File: src/rtl/jk_excitation_driver.sv
// -----------------------------------------------------------------------------
// jk_excitation_driver
//
// Write side of a JK flip-flop bank. The block accepts target state words over
// a valid/ready handshake, converts each into a one-cycle J/K excitation for
// the bank, waits one cycle for the bank to settle, then compares the bank's Q
// feedback against the target. The bank state is tracked in a shadow register
// so the block can skip the excitation when the requested word is unchanged.
//
// Optional build macro:
//   JK_TOGGLE_ENCODE_EN  When defined, every changing bit is driven J=1,K=1
//                        (toggle). When undefined, changing bits are driven
//                        with set (J=1,K=0) or reset (J=0,K=1) encoding.
//                        Timing, checking and counting are the same in both.
//
// Parameters:
//   WIDTH   number of JK flip-flops driven (1..32)
//   CNT_W   width of the saturating toggle counter
//
// Ports:
//   clk         in   rising-edge clock
//   reset_n     in   asynchronous active-low reset
//   tgt_valid   in   target word offered
//   tgt_data    in   requested next state of the JK bank
//   tgt_ready   out  driver can accept a target (IDLE)
//   j_out       out  J inputs to the JK bank
//   k_out       out  K inputs to the JK bank
//   exc_valid   out  j_out/k_out carry a live excitation this cycle
//   q_fb        in   Q outputs fed back from the JK bank
//   clr_err     in   clears the sticky mismatch flag
//   mismatch    out  sticky: bank state differed from target at check time
//   busy        out  FSM not in IDLE
//   toggle_cnt  out  total bits changed, saturating
// -----------------------------------------------------------------------------
module jk_excitation_driver #(
    parameter int unsigned WIDTH = 4,
    parameter int unsigned CNT_W = 8
) (
    input  logic             clk,
    input  logic             reset_n,
    input  logic             tgt_valid,
    input  logic [WIDTH-1:0] tgt_data,
    output logic             tgt_ready,
    output logic [WIDTH-1:0] j_out,
    output logic [WIDTH-1:0] k_out,
    output logic             exc_valid,
    input  logic [WIDTH-1:0] q_fb,
    input  logic             clr_err,
    output logic             mismatch,
    output logic             busy,
    output logic [CNT_W-1:0] toggle_cnt
);

    // FSM encoding
    localparam logic [1:0] ST_IDLE   = 2'd0;
    localparam logic [1:0] ST_DRIVE  = 2'd1;
    localparam logic [1:0] ST_SETTLE = 2'd2;
    localparam logic [1:0] ST_CHECK  = 2'd3;

    // Popcount of a WIDTH-bit word and a sum wide enough to never wrap
    localparam int unsigned POP_W = $clog2(WIDTH + 1);
    localparam int unsigned SUM_W = ((CNT_W > POP_W) ? CNT_W : POP_W) + 1;
    localparam logic [CNT_W-1:0] CNT_MAX = '1;

    logic [1:0]       state_q,  state_d;
    logic [WIDTH-1:0] tgt_q,    tgt_d;
    logic [WIDTH-1:0] shadow_q, shadow_d;
    logic [WIDTH-1:0] j_q,      j_d;
    logic [WIDTH-1:0] k_q,      k_d;
    logic             exc_q,    exc_d;
    logic             mm_q,     mm_d;
    logic [CNT_W-1:0] cnt_q,    cnt_d;
    logic             busy_q,   busy_d;
    logic             rdy_q,    rdy_d;

    logic             accept;
    logic             set_mm;
    logic [WIDTH-1:0] enc_j;
    logic [WIDTH-1:0] enc_k;
    logic [POP_W-1:0] pop;
    logic [SUM_W-1:0] cnt_sum;
    logic [CNT_W-1:0] cnt_sat;

    // Excitation encoding from current shadow state and the offered target
    always_comb begin
        enc_j = '0;
        enc_k = '0;
`ifdef JK_TOGGLE_ENCODE_EN
        enc_j = shadow_q ^ tgt_data;
        enc_k = shadow_q ^ tgt_data;
`else
        enc_j = ~shadow_q &  tgt_data;
        enc_k =  shadow_q & ~tgt_data;
`endif
    end

    // Number of bits changing in the transfer currently in DRIVE
    always_comb begin
        pop = '0;
        for (int unsigned i = 0; i < WIDTH; i++) begin
            pop = pop + POP_W'(shadow_q[i] ^ tgt_q[i]);
        end
    end

    // Saturating accumulate of changed bits
    always_comb begin
        cnt_sum = SUM_W'(cnt_q) + SUM_W'(pop);
        cnt_sat = (cnt_sum > SUM_W'(CNT_MAX)) ? CNT_MAX : CNT_W'(cnt_sum);
    end

    assign accept = tgt_valid && rdy_q && (state_q == ST_IDLE);

    // Next-state and registered-output logic
    always_comb begin
        state_d  = state_q;
        tgt_d    = tgt_q;
        shadow_d = shadow_q;
        j_d      = '0;
        k_d      = '0;
        exc_d    = 1'b0;
        cnt_d    = cnt_q;
        set_mm   = 1'b0;

        case (state_q)
            ST_IDLE: begin
                if (accept) begin
                    tgt_d = tgt_data;
                    if (tgt_data != shadow_q) begin
                        // Excitation is registered so it appears in DRIVE
                        state_d = ST_DRIVE;
                        exc_d   = 1'b1;
                        j_d     = enc_j;
                        k_d     = enc_k;
                    end else begin
                        state_d = ST_CHECK;
                    end
                end
            end
            ST_DRIVE: begin
                cnt_d   = cnt_sat;
                state_d = ST_SETTLE;
            end
            ST_SETTLE: begin
                state_d = ST_CHECK;
            end
            ST_CHECK: begin
                // Shadow follows the target even on a failed compare
                set_mm   = (q_fb != tgt_q);
                shadow_d = tgt_q;
                state_d  = ST_IDLE;
            end
            default: begin
                state_d = ST_IDLE;
            end
        endcase

        // Sticky flag; a set in the same cycle as a clear wins
        mm_d   = set_mm | (mm_q & ~clr_err);
        busy_d = (state_d != ST_IDLE);
        rdy_d  = (state_d == ST_IDLE);
    end

    // State and output registers
    always_ff @(posedge clk or negedge reset_n) begin
        if (!reset_n) begin
            state_q  <= ST_IDLE;
            tgt_q    <= '0;
            shadow_q <= '0;
            j_q      <= '0;
            k_q      <= '0;
            exc_q    <= 1'b0;
            mm_q     <= 1'b0;
            cnt_q    <= '0;
            busy_q   <= 1'b0;
            rdy_q    <= 1'b1;
        end else begin
            state_q  <= state_d;
            tgt_q    <= tgt_d;
            shadow_q <= shadow_d;
            j_q      <= j_d;
            k_q      <= k_d;
            exc_q    <= exc_d;
            mm_q     <= mm_d;
            cnt_q    <= cnt_d;
            busy_q   <= busy_d;
            rdy_q    <= rdy_d;
        end
    end

    assign tgt_ready  = rdy_q;
    assign j_out      = j_q;
    assign k_out      = k_q;
    assign exc_valid  = exc_q;
    assign mismatch   = mm_q;
    assign busy       = busy_q;
    assign toggle_cnt = cnt_q;

endmodule

File: config.mk
export PLATFORM = sky130hd
export DESIGN_NAME = jk_excitation_driver
export DESIGN_NICKNAME = d
export VERILOG_FILES = /design/src/rtl/jk_excitation_driver.sv
export SDC_FILE = /design/constraint.sdc
export NUM_CORES = 1
export LEC_CHECK = 0
export CORE_UTILIZATION = 30
export CTS_BUF_LIST = sky130_fd_sc_hd__clkbuf_8
export CTS_CLUSTER_SIZE = 12
export DETAILED_ROUTE_END_ITERATION = 10
export PLACE_DENSITY = 0.49
export SYNTH_ARGS = -nofsm -noshare
export SYNTH_HDL_FRONTEND = slang
export SYNTH_SLANG_ARGS = --single-unit
File: constraint.sdc
create_clock -name clk -period 3 [get_ports clk]
set_clock_uncertainty 0.05 [all_clocks]
set_input_delay 0.45 -clock clk [delete_from_list [all_inputs] [get_ports clk]]
set_output_delay 0.45 -clock clk [all_outputs]
set_load 0.05 [all_outputs]
Word-level counts from Yosys, hierarchy flattened. Cells that the tools add are included.

Add/sub/neg operators: 4. Order comparisons: 1. Equality and inequality tests: 5. Mux-type cells: 14. Bitwise gates (word level): 11. Reduce and logical (&&, ||, !) cells: 6.

Operators by type and width (number): $mux 4 (6); $add 8x3->9 (1); $gt 9x8->1 const B (1); $and 4x4->4 (2); $mux 8 (1); $ne 4x4->1 (2); $not 4->4 (2); $pmux 2 s4 (1); $eq 2x2->1 const B (2); $logic_not 2->1 (2); $mux 1 (4); $mux 2 (2); $xor 1x1->1 (4); $add 2x1->3 (1); $add 3x1->3 (1); $add 1x1->2 (1); $eq 2x1->1 const B (1); $logic_and 1x1->1 (2); $reduce_and 2->1 (1); $reduce_bool 2->1 (1); $and 1x1->1 (1); $not 1->1 (1); $or 1x1->1 (1).

Flip-flop bits (word level): 30. Bits of input ports: 12. Output and inout bits: 20.

Longest topological paths before layout.
Depth in word-level cells: 7. Depth in mapped cells: 8. Mapped depth without buffers: 8.

Worst setup path after synthesis. Ideal clock, no wire load.

Path kind: register to register. Start point: reg cnt_q[0], in the netlist toggle_cnt[0]. End point: reg cnt_q[7], in the netlist toggle_cnt[7]. Setup time: 0.125 ns. Arrival: 2.691 ns. Setup slack: 0.134 ns. Cell stages (with the launch flop): 9. Path buffers: 0. Period minus slack after synthesis: 2.866 ns. Cell sequence: dfrtp_1 > inv_1 > fa_1 > inv_1 > fa_1 > fa_1 > nand4_1 > nand2_1 > mux2_4.

Cells in the longest elaborated chain, start to end: 3.

RTL lines: start, declared (RTL line 72) `logic [CNT_W-1:0] cnt_q, cnt_d;`; start signal, assigned (RTL line 184) `cnt_q <= cnt_d;`; $add 8x3->9 (*) (RTL line 107) `cnt_sum = SUM_W'(cnt_q) + SUM_W'(pop);`; $gt 9x8->1 (RTL line 108) `cnt_sat = (cnt_sum > SUM_W'(CNT_MAX)) ? CNT_MAX : CNT_W'(cnt_sum);`; $mux 8 (*) (RTL line 108).

Every way passes the cells marked *; elsewhere a longest branch is shown, timed or not. A chain may end at the register's enable or synchronous reset.

Final worst setup path.
Start point: reg tgt_q[0]. End point: reg cnt_q[7], in the netlist toggle_cnt[7].

Cells in the longest elaborated chain, start to end: 7.

RTL lines: start, declared (RTL line 66) `logic [WIDTH-1:0] tgt_q, tgt_d;`; start signal, assigned (RTL line 178) `tgt_q <= tgt_d;`; $xor 1x1->1 (*) (RTL line 101) `pop = pop + POP_W'(shadow_q[i] ^ tgt_q[i]);`; $add 1x1->2 (*) (RTL line 101); $add 2x1->3 (*) (RTL line 101); $add 3x1->3 (*) (RTL line 101); $add 8x3->9 (*) (RTL line 107); $gt 9x8->1 (RTL line 108); $mux 8 (*) (RTL line 108).

Marks and branches as above.

==> results.md <==
* Status: finished, final reports clean
* CTS Hold Bufs at 0
* Most used cell, CP: fa_1
* Largest net degree at the start of global routing at 31
* Critical path buffers and inverters at 1
* Min Tclk post-route at 2.71 ns
* Buffers on Ports at 31
* Share of layout cells above drive strength 1 at 0.123
* Final Non-Filler Cells at 238
* Final max-slew violation count at 0
* Worst flop-to-flop path endpoint: toggle_cnt[7]$_DFFE_PN0N_
* First-pass GRT wire length at 5.09 mm
* Top cell type's share of synthesized area at 0.464
* Synth top area cells: dfrtp_1 46%, ha_1 10%, mux2_2 4.3%
* Final setup TNS at 0 ns
* Crit path DAT at 2.82 ns
* Count leader, synth: dfrtp_1
* Synth Area in Adders at 0.142
* I/O pins at 32
* Vias/cell at 4.38
* Nets at 199
* Stages on worst setup path at 8
* Synth Area in Compound Gates at 0.0800
* Clock tree root driver cell: clkbuf_8
* DP HPWL at 2.21 mm
* Least-Margin Pin Slew at 0.501 ns
* CTS Buf Count at 5
* Netlist cell types at 35
* Yosys top cell by area: dfrtp_1
* Power Density at 1010 mW/mm^2
* Synth Flop Type: dfrtp_1
* Critical Path RT at 3.10 ns
* Core ar. at 0.00488 sq mm
* Clock slew at reported path FFs at 0.06 ns
* Die area at 0.00551 sq mm
* H-tree levels at 2
* Vias in the first global route at 1,121
* Synthesized instance count at 135
* Final ANT Viol Nets at 0
* Std-Cell Rows at 25
* Final worst-path cycle share at 0.905
* CTS resizes at 0
* Routed vias at 1,042
* # diodes at 0
* Slowest CP cell: fa_1
* Synth Area in Simple Gates at 0.134
* DR WL/cell at 12.3 um
* Initial Utilization at 0.321
* CTS tree: yes
* GRT Util Overall at 0.124
* Critical path origin: tgt_q[0]$_DFFE_PN0P_
* XOR/XNOR share of the synthesized area at 0.0448
* Initial antenna violation count at 0
* Area delta synth->final at 29.3%
* Synthesized area at 0.00156 sq mm
* Worst reg2reg path depth at 8
* Hold Worst Slack at 0.504 ns
* Placer Congestion at 0.703
* Leakage at 0.948 nW
* Placed cell count at 231
* WS Path Type: reg -> reg
* Min-Delay Path Class: reg -> reg
* Seq/Total Area, Yosys at 0.481
* Crit path cell chain: xnor2_1 -> fa_1 -> inv_1 -> fa_1 -> fa_1 -> nand4_1 -> nand2_1 -> mux2_4
* FF+latch count, synth at 30
* Post-synthesis mux area share at 0.0720
* Post-Route WL at 2.93 mm
* FF-to-FF setup slack at 0.29 ns
* CP delay by family, top: adder cells
* R2r startpoint: tgt_q[0]$_DFFE_PN0P_
* Critical Path Max Stage Delay at 0.50 ns
* Peak VDD IR at 0.509 mV
* CP endpoint kind: flip-flop
* Most instantiated cells after synthesis: 29 x dfrtp_1, 14 x inv_1, 13 x ha_1
* Die Ht at 74.2 um
* Pre-antenna DRT Iters at 4
* Max Root-Sink Buffers at 2
* Largest family of logic cells by synthesized area: adder cells
* Clock sink total at 30
* Post-synth ARST share at 1.00
* Worst Path Max Fanout at 6
* Slew margin rel. at 0.665
* Synth warnings at 0
* Setup-failing EPs final at 0
* Die W at 74.2 um
* Setup Fix Bufs, Post-CTS at 0
* DRC Markers at 0
* CP Capture Point: toggle_cnt[7]$_DFFE_PN0N_
* Post-synth EDFFs at 0
* Max cap viols at 0
* Worst-Skew Late Latency at 0.27 ns
* RSZ-0062 raised after global routing: no
* Syn Nets at 163
* First-iteration detailed-routing DRC count at 46
* Final hold violations at 0
* Post-Syn Area per Cell at 11.6 sq um
* Max Freq at 368 MHz
* Total global routing overflow at 0
* Critical Path Source Type: flip-flop
==> final cells by class <==
class,count,area (sq um)
clock buffer,5,68.8
clock inverter,2,7.51
fill,495,2860
inverter,14,52.6
multi-input combinational,88,739
sequential,30,752
tap,67,83.8
timing repair buffer,32,318
==> worst min-delay path, delay by kind of cell, from the launching register on <==
| family | cells | cell delay (ns) |
|---|---|---|
| AO/OA/AOI/OAI | 1 | 0.08 |
| buffers and inverters | 1 | 0.05 |
| flip-flops | 1 | 0.38 |
==> stage by stage <==
step | total power, mW | cell area, sq um | util | worst slack (ns)
after floorplan | 1.48 | 1560 | - | 0.134
after global placement | 1.79 | 1950 | 0.399 | 0.317
after detailed placement | 1.77 | 1950 | 0.399 | 0.289
after CTS | 2.08 | 2020 | 0.414 | 0.287
after global routing | 2.23 | 2020 | 0.414 | 0.184
final | 2.05 | 2020 | 0.414 | 0.286
==> worst min path at each step <==
| stage | start | to | slack, ns | cells past startpoint |
|---|---|---|---|---|
| final | mismatch$_DFF_PN0_ | mismatch$_DFF_PN0_ | 0.50 | 2 |
| after global placement | mismatch$_DFF_PN0_ | mismatch$_DFF_PN0_ | 0.48 | 2 |
| after detailed placement | mismatch$_DFF_PN0_ | mismatch$_DFF_PN0_ | 0.50 | 2 |
| after global routing | toggle_cnt[4]$_DFFE_PN0N_ | toggle_cnt[4]$_DFFE_PN0N_ | 0.57 | 1 |
| after CTS | mismatch$_DFF_PN0_ | mismatch$_DFF_PN0_ | 0.51 | 2 |
| after floorplan | reset_n | busy$_DFF_PN0_ | 0.10 | 0 |
==> where the power goes <==
group	switching [mW]	internal (mW)	total [mW]
Sequential	0.131	0.538	0.669
Combinational	0.621	0.470	1.09
Clock	0.135	0.152	0.287
==> sequential cells by signal, summed over array words and instances (netlist names) <==
name / flops
toggle_cnt: 8
j_out: 4
k_out: 4
shadow_q: 4
tgt_q: 4
state_q: 2
busy: 1
exc_valid: 1
mismatch: 1
tgt_ready: 1
==> logic make-up after synthesis <==
kind of cell             Yosys count
XOR/XNOR                           8
buffers and inverters             17
AO/OA/AOI/OAI                     18
flip-flops                        30
multiplexers                       9
adder cells (fa/ha/maj)           16
AND/OR/NAND/NOR                   37
==> layout by cell type (no fill, tap or decap) <==
cell / netlist / final
o21ba_2: 1 / 1
dfstp_2: 1 / 1
o21ai_0: 6 / 6
buf_4: 0 / 1
o221ai_1: 1 / 1
mux2_4: 3 / 3
and3_1: 1 / 1
nand4_1: 3 / 3
and2b_1: 1 / 1
nor2_1: 4 / 4
nand4b_2: 1 / 1
a31oi_1: 1 / 1
ha_1: 13 / 13
a41oi_1: 1 / 1
or3_1: 1 / 1
nand3_1: 3 / 3
o41ai_1: 1 / 1
and2_1: 9 / 9
inv_1: 14 / 16
o211ai_1: 1 / 1
fa_1: 3 / 3
mux2_2: 6 / 6
a21oi_1: 2 / 2
xnor2_1: 2 / 2
nand2_1: 11 / 11
nand3_2: 1 / 1
o211a_1: 1 / 1
clkbuf_8: 0 / 5
nand2b_1: 1 / 1
and4_4: 1 / 1
o21bai_1: 2 / 2
xor2_1: 6 / 6
dfrtp_1: 29 / 29
a21bo_2: 1 / 1
clkdlybuf4s50_1: 0 / 31
==> routing by layer <==
layer,track usage,up-vias,share of wire,wire length (um)
li1,-,522,-,-
met1,0.160,501,0.48,1410
met2,0.202,17,0.48,1410
met3,0.0285,2,0.029,84
met4,0.0513,0,0.0058,17
met5,0,-,0,0
(Power assumes the default switching activity.)
